## src/rtl/ysyx_220053_ifu_pkg.sv

```systemverilog
`default_nettype none
// ============================================================================
// Module  : ysyx_220053_ifu_pkg
// Purpose : Shared types and constants for the instruction fetch unit.
//           Defines the fetch FSM state encoding, the default reset PC,
//           the instruction word substituted on faults, and the helper that
//           turns a PC into a doubleword-aligned fetch address.
// Revision: 1.0 - initial release
// ============================================================================
package ysyx_220053_ifu_pkg;

    typedef enum logic [1:0] {
        REQ  = 2'd0,   // issuing a fetch request
        WAIT = 2'd1,   // request accepted, awaiting response
        HOLD = 2'd2,   // instruction presented to decode
        NPC  = 2'd3    // instruction consumed, awaiting next PC
    } ifu_state_e;

    localparam logic [63:0] RESET_PC_DEFAULT = 64'h8000_0000;
    localparam logic [31:0] FAULT_INST       = 32'h0000_0000;

    // Memory is addressed by doubleword; the word within is chosen by pc[2].
    function automatic logic [63:0] fetch_addr(input logic [63:0] pc_in);
        return {pc_in[63:3], 3'b000};
    endfunction

endpackage
`default_nettype wire

```

## src/rtl/ysyx_220053_ifu_if.sv

```systemverilog
`default_nettype none
// ============================================================================
// Module  : ysyx_220053_ifu_if
// Purpose : Bundles the fetch unit's external channels:
//           - dnpc_valid/dnpc          : next PC from execute
//           - imem_req_*/imem_addr     : fetch request (valid/ready)
//           - imem_rsp_*               : fetch response (valid only)
//           - inst_*/pc/fetch_fault    : instruction to decode (valid/ready)
//           - spurious_rsp             : sticky protocol-error flag
//           Modport master = fetch unit, slave = surrounding system.
// Revision: 1.0 - initial release
// ============================================================================
interface ysyx_220053_ifu_if #(
    parameter int BUS_W = 64
);
    logic              dnpc_valid;
    logic [63:0]       dnpc;
    logic              imem_req_valid;
    logic              imem_req_ready;
    logic [63:0]       imem_addr;
    logic              imem_rsp_valid;
    logic [BUS_W-1:0]  imem_rsp_data;
    logic              imem_rsp_err;
    logic              inst_valid;
    logic              inst_ready;
    logic [31:0]       inst;
    logic [63:0]       pc;
    logic              fetch_fault;
    logic              spurious_rsp;

    modport master (
        input  dnpc_valid, dnpc,
        output imem_req_valid, imem_addr,
        input  imem_req_ready,
        input  imem_rsp_valid, imem_rsp_data, imem_rsp_err,
        output inst_valid, inst, pc, fetch_fault, spurious_rsp,
        input  inst_ready
    );

    modport slave (
        output dnpc_valid, dnpc,
        input  imem_req_valid, imem_addr,
        output imem_req_ready,
        output imem_rsp_valid, imem_rsp_data, imem_rsp_err,
        input  inst_valid, inst, pc, fetch_fault, spurious_rsp,
        output inst_ready
    );

endinterface
`default_nettype wire

```

## src/rtl/ysyx_220053_word_sel.sv

```systemverilog
`default_nettype none
// ============================================================================
// Module  : ysyx_220053_word_sel
// Purpose : Combinational selection of the 32-bit instruction word out of a
//           BUS_W-wide memory response.
// Ports   : i_data [BUS_W] response data, i_sel upper/lower word (pc[2]),
//           o_word [32] selected word.
// Revision: 1.0 - initial release
// ============================================================================
module ysyx_220053_word_sel #(
    parameter int BUS_W = 64
) (
    input  wire logic [BUS_W-1:0] i_data,
    input  wire logic             i_sel,
    output logic      [31:0]      o_word
);

    generate
        if (BUS_W >= 64) begin : g_wide
            assign o_word = i_sel ? i_data[63:32] : i_data[31:0];
        end else begin : g_narrow
            // A single-word bus carries exactly one instruction.
            assign o_word = i_data[31:0];
        end
    endgenerate

endmodule
`default_nettype wire

```

## src/rtl/ysyx_220053_ifu.sv

```systemverilog
`default_nettype none
// ============================================================================
// Module  : ysyx_220053_ifu
// Purpose : Instruction fetch unit. Owns the architectural PC, fetches the
//           instruction at PC from instruction memory, holds it until decode
//           accepts it, then waits for the next PC from execute.
// Ports   : clk, rst (sync, active-high)
//           bus (ysyx_220053_ifu_if.master): dnpc channel, imem request and
//           response channels, instruction output channel, spurious_rsp.
// Revision: 1.0 - initial release
// ============================================================================
module ysyx_220053_ifu
    import ysyx_220053_ifu_pkg::*;
#(
    parameter logic [63:0] RESET_PC = RESET_PC_DEFAULT,
    parameter int          BUS_W    = 64
) (
    input  wire logic           clk,
    input  wire logic           rst,
    ysyx_220053_ifu_if.master   bus
);

    ifu_state_e   r_state, w_state_next;
    logic [63:0]  r_pc, w_pc_next;
    logic [31:0]  r_inst, w_inst_next;
    logic         r_fault, w_fault_next;
    logic         r_spurious, w_spurious_next;
    logic [31:0]  w_word;
    logic         w_apply;

    ysyx_220053_word_sel #(
        .BUS_W (BUS_W)
    ) u_word_sel (
        .i_data (bus.imem_rsp_data),
        .i_sel  (r_pc[2]),
        .o_word (w_word)
    );

    always_comb begin
        w_state_next    = r_state;
        w_pc_next       = r_pc;
        w_inst_next     = r_inst;
        w_fault_next    = r_fault;
        w_apply         = 1'b0;
        // Only WAIT expects a response; anything else is a protocol error.
        w_spurious_next = r_spurious | (bus.imem_rsp_valid && (r_state != WAIT));

        case (r_state)
            REQ: begin
                if (bus.imem_req_ready) begin
                    w_state_next = WAIT;
                end
            end
            WAIT: begin
                if (bus.imem_rsp_valid) begin
                    w_inst_next  = bus.imem_rsp_err ? FAULT_INST : w_word;
                    w_fault_next = bus.imem_rsp_err;
                    w_state_next = HOLD;
                end
            end
            HOLD: begin
                if (bus.inst_ready) begin
                    if (bus.dnpc_valid) begin
                        w_apply = 1'b1;
                    end else begin
                        w_state_next = NPC;
                    end
                end
            end
            NPC: begin
                if (bus.dnpc_valid) begin
                    w_apply = 1'b1;
                end
            end
            default: w_state_next = REQ;
        endcase

        // A misaligned target never reaches memory: the fault is reported
        // directly as the next instruction.
        if (w_apply) begin
            w_pc_next = bus.dnpc;
            if (bus.dnpc[1]) begin
                w_inst_next  = FAULT_INST;
                w_fault_next = 1'b1;
                w_state_next = HOLD;
            end else begin
                w_state_next = REQ;
            end
        end
    end

    always_ff @(posedge clk) begin
        if (rst) begin
            r_state    <= REQ;
            r_pc       <= RESET_PC;
            r_inst     <= FAULT_INST;
            r_fault    <= 1'b0;
            r_spurious <= 1'b0;
        end else begin
            r_state    <= w_state_next;
            r_pc       <= w_pc_next;
            r_inst     <= w_inst_next;
            r_fault    <= w_fault_next;
            r_spurious <= w_spurious_next;
        end
    end

    // Request is suppressed while reset is held so memory never sees a
    // request it would drop.
    assign bus.imem_req_valid = (r_state == REQ) && !rst;
    assign bus.imem_addr      = fetch_addr(r_pc);
    assign bus.inst_valid     = (r_state == HOLD);
    assign bus.inst           = r_inst;
    assign bus.pc             = r_pc;
    assign bus.fetch_fault    = r_fault;
    assign bus.spurious_rsp   = r_spurious;

endmodule
`default_nettype wire

```

## src/flat_wrapper.sv

```systemverilog
// flat-port wrapper written by rule: the top's interface ports become plain ports
module ysyx_220053_ifu_flat import ysyx_220053_ifu_pkg::*;
#(
    parameter logic [63:0] RESET_PC = RESET_PC_DEFAULT,
    parameter int          BUS_W    = 64
)
  (clk, rst, bus_dnpc_valid, bus_dnpc, bus_imem_req_valid, bus_imem_addr, bus_imem_req_ready, bus_imem_rsp_valid, bus_imem_rsp_data, bus_imem_rsp_err, bus_inst_valid, bus_inst, bus_pc, bus_fetch_fault, bus_spurious_rsp, bus_inst_ready);
  ysyx_220053_ifu_if #(.BUS_W(BUS_W)) bus_i ();
  input  wire logic clk;
  input  wire logic rst;
  input wire logic [$bits(bus_i.dnpc_valid)-1:0] bus_dnpc_valid;
  input wire logic [$bits(bus_i.dnpc)-1:0] bus_dnpc;
  output wire logic [$bits(bus_i.imem_req_valid)-1:0] bus_imem_req_valid;
  output wire logic [$bits(bus_i.imem_addr)-1:0] bus_imem_addr;
  input wire logic [$bits(bus_i.imem_req_ready)-1:0] bus_imem_req_ready;
  input wire logic [$bits(bus_i.imem_rsp_valid)-1:0] bus_imem_rsp_valid;
  input wire logic [$bits(bus_i.imem_rsp_data)-1:0] bus_imem_rsp_data;
  input wire logic [$bits(bus_i.imem_rsp_err)-1:0] bus_imem_rsp_err;
  output wire logic [$bits(bus_i.inst_valid)-1:0] bus_inst_valid;
  output wire logic [$bits(bus_i.inst)-1:0] bus_inst;
  output wire logic [$bits(bus_i.pc)-1:0] bus_pc;
  output wire logic [$bits(bus_i.fetch_fault)-1:0] bus_fetch_fault;
  output wire logic [$bits(bus_i.spurious_rsp)-1:0] bus_spurious_rsp;
  input wire logic [$bits(bus_i.inst_ready)-1:0] bus_inst_ready;
  assign bus_i.dnpc_valid = bus_dnpc_valid;
  assign bus_i.dnpc = bus_dnpc;
  assign bus_imem_req_valid = bus_i.imem_req_valid;
  assign bus_imem_addr = bus_i.imem_addr;
  assign bus_i.imem_req_ready = bus_imem_req_ready;
  assign bus_i.imem_rsp_valid = bus_imem_rsp_valid;
  assign bus_i.imem_rsp_data = bus_imem_rsp_data;
  assign bus_i.imem_rsp_err = bus_imem_rsp_err;
  assign bus_inst_valid = bus_i.inst_valid;
  assign bus_inst = bus_i.inst;
  assign bus_pc = bus_i.pc;
  assign bus_fetch_fault = bus_i.fetch_fault;
  assign bus_spurious_rsp = bus_i.spurious_rsp;
  assign bus_i.inst_ready = bus_inst_ready;
  ysyx_220053_ifu #(.RESET_PC(RESET_PC), .BUS_W(BUS_W)) u_core (.clk(clk), .rst(rst), .bus(bus_i));
endmodule
```

## config.mk

```make
export PLATFORM = sky130hd
export DESIGN_NAME = ysyx_220053_ifu_flat
export DESIGN_NICKNAME = d
export VERILOG_FILES = /design/src/rtl/ysyx_220053_ifu_pkg.sv /design/src/rtl/ysyx_220053_ifu_if.sv /design/src/rtl/ysyx_220053_word_sel.sv /design/src/rtl/ysyx_220053_ifu.sv /design/src/flat_wrapper.sv
export SDC_FILE = /design/constraint.sdc
export NUM_CORES = 1
export LEC_CHECK = 0
export CORE_AREA = 2 2 116 118
export DETAILED_ROUTE_END_ITERATION = 16
export DIE_AREA = 0 0 118 120
export PLACE_DENSITY_LB_ADDON = 0.15
export SLEW_MARGIN = 10
export SYNTH_ARGS = -nofsm -noshare
export SYNTH_HDL_FRONTEND = slang
export SYNTH_HIERARCHICAL = 1
export SYNTH_SLANG_ARGS = --single-unit
```

## constraint.sdc

```tcl
create_clock -name clk -period 5.03 [get_ports clk]
set_clock_uncertainty 0.1 [all_clocks]
set_input_delay 1.2575 -clock clk [delete_from_list [all_inputs] [get_ports clk]]
set_output_delay 1.2575 -clock clk [all_outputs]
set_load 0.005 [all_outputs]
```

==> results.yml, run 1 <==
logic_synthesis:
  synth_edf_count: 0
  syn_area_per_cell_um2: 8.57
  yosys_warnings: 6
  syn_inst: 557
  synth_flop_cell: "dfxtp_1"
  seq_area_frac_synth_pct: 41.9
  netlist_area_um2: 4780
  synth-seq-cells: 100
  synth.distinct_cells: 25
  synthArstFlopShare_pct: 0
floorplanning:
  boundaryPins: 299
  initial_utilization_pct: 36.8
  rows: 42
  die_w_um: 118
  coreArea_um2: 13000
  dieArea_um2: 14200
  die_h_um: 120
critical_path:
  rr_worst_depth: 7
  required_ns: 3.67
  worstPathArrival_ns: 2.02
  crit_family: "buffers and inverters"
  cp_num_buf_inv: 2
  cp-start-kind: "primary input"
  cp_slowest_cell: "clkdlybuf4s50_1"
  worstReg2RegStart: "u_core/r_state[0]"
  max_stage_delay_ns: 0.54
  reg2reg_slack_ns: 2.53
  startpoint: "rst"
  r2r_end: "u_core/bus.pc[13]"
  endpoint: "bus_imem_req_valid"
  path_max_fanout: 2
  critPathKind: "primary input to output pin"
  cp-end-kind: "output pin"
  worst-path-stages: 3
  crit_path_cell_trace: "buf_2, nor2b_1, clkdlybuf4s50_1"
placed_design:
  dpl_worst_slack_ns: 1.61
  routabilityCongestion: 0.710
  place_inst: 929
  dp_hpwl_mm: 10.2
  io_buffers: 295
detailed_routing:
  routed_wl_mm: 14.1
  drt_pass1_iterations: 4
  drc_errors: 0
  wl_per_cell_um: 14.9
  antenna_left: 0
  vias: 4422
  initialDrtViolationCount: 215
  via_per_inst: 4.68
job:
  max_cap_viol_count: 0
timing:
  max_freq_ghz: 0.296
  setup_tns_ns: 0
  fin_hold_ws_ns: 0.357
  slew_headroom_pct: 24.8
  worstMarginPinSlew_ns: 1.12
  grt_setup_unrepaired: "no"
  setup_viol: 0
  hold_viol_final: 0
  finalWorstSetupSlack_ns: 1.65
  maxSlewViolCount: 0
  finalCriticalPeriod_ns: 3.38
  period_share_pct: 67.1
power_and_ir_drop:
  pwr-share-clk_pct: 32.0
  power_mw: 2.34
  peakVddDrop_v: 0.000203
  power_density_nw_per_um2: 310
  power_switching_mw: 0.634
  combPwrFrac_pct: 28.9
  leakage_nw: 2.69
  swShare_pct: 27.1
  p_seq_share_pct: 39.1
  p_int_mw: 1.71
layout:
  layout.nets: 903
  diodes: 0
  drive_gt1_share_pct: 7.67
  final_cells: 945
  final_cell_mix: "clkdlybuf4s50_1, nand2_1, dfxtp_1"
  layout_commonest_cell: "clkdlybuf4s50_1"
  syn_to_final_growth_pct: 58.1
clock_network:
  clockBufferDepth: 2
  clock_tree.root_cell: "clkbuf_16"
  cts_tree: "done"
  clock-sinks: 100
  numCtsBuffers: 9
  path_clk_slew_ns: 0.07
  cts_setup_buffers: 0
  insertion_delay_ns: 0.33
  ctsHoldBuffers: 0
  cts_resized: 0
  htreeDepth: 3
hold_path:
  hp-class: "flop to flop"
  worstHoldPathCells: 2
global_routing:
  track_usage_pct: 18.7
  grt_max_degree: 70
  antenna_found_initial: 0
  grt_overflow: 0
  grt_pass1_wl_mm: 21.4
  grt_pass1_vias: 4199
run_status:
  status: "finished, final reports clean"
==> cell usage after synthesis, types with 2 or more instances <==
cell type    n  share of area, %
mux2_2       2              0.47
a211oi_1     4              0.63
nor3b_1     32               5.0
ha_1         4               1.0
nor2_1      34               2.7
buf_12       3               1.3
clkbuf_1    15               1.2
a21o_1       2              0.31
dfxtp_1    100                42
mux2_4      30               9.4
mux2i_1      2              0.42
inv_1        6              0.47
buf_6        5               1.2
nand2_1    129                10
a21oi_1     98                10
buf_4       72                11
buf_2       10               1.0
nor2b_1      2              0.26
==> worst register-to-register path: stages, from the launching register on <==
cell and delay, ns:
dfxtp_1 0.41, inv_1 0.09, ha_1 0.27, a21oi_2 0.21
nand2b_2 0.62, buf_4 0.44, nand2_1 0.12, a21oi_1 0.17
==> through the flow <==
step	util, %	instance area (µm²)
global placement	55.7	7230
detailed placement	55.7	7230
finish	58.2	7550
floorplan	-	4780
global route	58.2	7550
CTS	58.2	7560
==> registers in the layout (all words and copies together) (netlist names) <==
register / count
u_core/bus.spurious_rsp: 1
u_core/r_state: 2
u_core/bus.fetch_fault: 1
u_core/bus.pc: 64
u_core/bus.inst: 32
==> power by group through the flow <==
| stage | Sequential, mW | Clock (mW) | Combinational, mW |
|---|---|---|---|
| 2_1_floorplan | 0.930 | 0 | 0.382 |
| 3_3_place_gp | 0.931 | 0 | 0.671 |
| 3_5_place_dp | 0.934 | 0 | 0.681 |
| 4_1_cts | 0.917 | 0.765 | 0.686 |
| 5_1_grt | 0.925 | 0.805 | 0.738 |
| 6_report | 0.916 | 0.750 | 0.678 |
==> layout make-up <==
class	count	area, µm²
clock buffers	10	239
clock inverters	6	86.3
fillers	1150	5430
inverters	6	22.5
multi-input cells	348	2010
flip-flops and latches	100	2000
well taps	176	220
repair buffers	299	2970
==> kinds of logic after synthesis <==
| logic type | Yosys count | share of synthesized area (%) |
|---|---|---|
| compound gates | 107 | 11.7 |
| fa+ha+maj | 4 | 1.05 |
| buf+inv | 111 | 16.5 |
| flops | 100 | 41.9 |
| mux | 34 | 10.3 |
| other cells | 1 | 0.0785 |
| simple gates | 200 | 18.5 |
==> layer usage <==
| layer | global-route usage (%) | wire, µm | up-vias |
|---|---|---|---|
| met2 | 33.0 | 7110 | 178 |
| met4 | 5.35 | 212 | 0 |
| li1 | - | - | 2166 |
| met5 | 0 | 0 | - |
| met1 | 21.6 | 5670 | 2064 |
| met3 | 6.13 | 1110 | 14 |
==> worst min path at each step <==
stage                           startpoint                to  slack (ns)
final                     u_core/bus.pc[0]  u_core/bus.pc[0]        0.36
after global routing      u_core/bus.pc[1]  u_core/bus.pc[1]        0.38
after CTS                 u_core/bus.pc[0]  u_core/bus.pc[0]        0.36
after detailed placement  u_core/bus.pc[0]  u_core/bus.pc[0]        0.35
after global placement    u_core/bus.pc[1]  u_core/bus.pc[1]        0.35
after floorplan           u_core/bus.pc[0]  u_core/bus.pc[0]        0.35
Note: power is estimated with default switching activity, not from simulation.
==> run 2, diff against run 1 <==
--- a/config.mk
+++ b/config.mk
@@ -5,9 +5,10 @@
 export SDC_FILE = /design/constraint.sdc
 export NUM_CORES = 1
 export LEC_CHECK = 0
-export CORE_AREA = 2 2 116 118
+export CORE_ASPECT_RATIO = 1.4
+export CORE_MARGIN = 2
+export CORE_UTILIZATION = 34
 export DETAILED_ROUTE_END_ITERATION = 16
-export DIE_AREA = 0 0 118 120
 export PLACE_DENSITY_LB_ADDON = 0.15
 export SLEW_MARGIN = 10
 export SYNTH_ARGS = -nofsm -noshare
==> constraint.sdc (replaced) <==
create_clock -name clk -period 2.9 [get_ports clk]
set_clock_uncertainty 0.1 [all_clocks]
set_input_delay 0.725 -clock clk [delete_from_list [all_inputs] [get_ports clk]]
set_output_delay 0.725 -clock clk [all_outputs]
set_load 0.005 [all_outputs]
==> run 2 against run 1 <==
Global-route usage decreased by 1.1 points. Register-to-register slack got worse by 1.7 ns. Worst setup slack got worse by 1.3 ns. Critical path depth increased by 1. Power increased by 68%. Sequential cell count unchanged. Hold slack improved by 0.0063 ns. Die area increased by 6.1%. Sequential power increased by 74%. First-iteration DRC count decreased by 40%. Combinational power increased by 76%. Wire length increased by 0.49%.
==> results.yml, run 2 (synthesis results as in run 1) <==
critical_path:
  cp-start-kind: "flop"
  worstPathArrival_ns: 1.70
  cp-end-kind: "output pin"
  required_ns: 2.08
  reg2reg_slack_ns: 0.85
  path_max_fanout: 6
  critPathKind: "flop to output pin"
timing:
  maxSlewViolCount: 0
  hold_viol_final: 0
  period_share_pct: 87.0
  finalWorstSetupSlack_ns: 0.378
  max_freq_ghz: 0.396
  worstMarginPinSlew_ns: 0.720
  grt_setup_unrepaired: "no"
  finalCriticalPeriod_ns: 2.52
  slew_headroom_pct: 52.0
  setup_tns_ns: 0
  setup_viol: 0
detailed_routing:
  routed_wl_mm: 14.2
  wl_per_cell_um: 14.8
  via_per_inst: 4.59
  vias: 4406
  drt_pass1_iterations: 4
  initialDrtViolationCount: 129
  drc_errors: 0
  antenna_left: 0
layout:
  layout_commonest_cell: "clkdlybuf4s50_1"
  final_cell_mix: "clkdlybuf4s50_1, nand2_1, dfxtp_1"
  final_cell_area_um2: 7580
  layout.nets: 909
  syn_to_final_growth_pct: 58.6
  drive_gt1_share_pct: 8.26
  largest_reg_flops: 64
  final_cells: 960
  diodes: 0
  fillers: 1289
global_routing:
  met2_usage_pct: 30.0
  antenna_found_initial: 0
  grt_overflow: 0
  track_usage_pct: 17.5
  busiest_layer: "met2"
  grt_max_degree: 70
  grt_util_met3_pct: 5.63
  grt_pass1_wl_mm: 21.2
  met1_usage_pct: 21.0
  grt_pass1_vias: 4104
placed_design:
  dpl_worst_slack_ns: 0.450
  postPlaceCellArea_um2: 7290
  io_buffers: 295
  routabilityCongestion: 0.789
  place_inst: 944
  dp_hpwl_mm: 10.7
clock_network:
  clockBufferDepth: 2
  cts_setup_buffers: 0
  clock_tree.root_cell: "clkbuf_16"
  insertion_delay_ns: 0.33
  clock-sinks: 100
  path_clk_slew_ns: 0.06
  numCtsBuffers: 9
  htreeDepth: 3
  cts_resized: 0
  ctsHoldBuffers: 0
  cts_tree: "done"
floorplanning:
  rows: 51
  dieArea_um2: 15000
  initial_utilization_pct: 34.5
  boundaryPins: 299
  die_w_um: 104
  coreArea_um2: 13800
  die_h_um: 144
power_and_ir_drop:
  leakage_nw: 2.70
  power_mw: 3.93
  power_density_nw_per_um2: 519
  peakVddDrop_v: 0.000309
hold_path:
  hp-class: "flop to flop"
job:
  max_cap_viol_count: 0
run_status:
  status: "finished, final reports clean"
run 2: per-layer routing:
metal  vias to the layer above  wire length, µm
met2                       186             6960
met4                         0              215
met3                        14             1090
met1                      2032             5910
li1                       2174                -
met5                         -                0
run 2: worst max-delay path, cell delays in order (launching register included):
cell	delay, ns
dfxtp_1	0.37
inv_1	0.10
ha_1	0.18
nor2b_1	0.16
clkdlybuf4s50_1	0.56
run 2: final timing paths:
kind	from	to	cells after the start
max	u_core/r_state[1]	bus_imem_req_valid	4
min	u_core/bus.pc[1]	u_core/bus.pc[1]	2
min reg2reg	u_core/bus.pc[1]	u_core/bus.pc[1]	2
max reg2reg	u_core/r_state[0]	u_core/bus.pc[2]	7
run 2: cell type report:
| cell class | instances | area (µm²) | area share (%) |
|---|---|---|---|
| sequential | 100 | 2000 | 26.4 |
| clock inverter | 5 | 35.0 | 0.462 |
| multi-input combinational | 348 | 2010 | 26.5 |
| tap | 185 | 231 | 3.06 |
| clock buffer | 11 | 253 | 3.34 |
| inverter | 6 | 22.5 | 0.297 |
| timing repair buffer | 305 | 3020 | 39.9 |
run 2: per-stage QoR:
| stage | hold slack, ns | utilization, % |
|---|---|---|
| 5_1_grt | 0.392 | 54.7 |
| 6_report | 0.364 | 54.7 |
| 4_1_cts | 0.362 | 54.7 |
| 3_3_place_gp | 0.341 | 52.6 |
| 2_1_floorplan | 0.353 | - |
| 3_5_place_dp | 0.349 | 52.6 |
run 2: power breakdown:
| part | total, mW | internal (mW) | switching [mW] |
|---|---|---|---|
| registers | 1.59 | 1.50 | 0.0978 |
| clock network | 1.15 | 0.631 | 0.519 |
| logic | 1.19 | 0.705 | 0.487 |
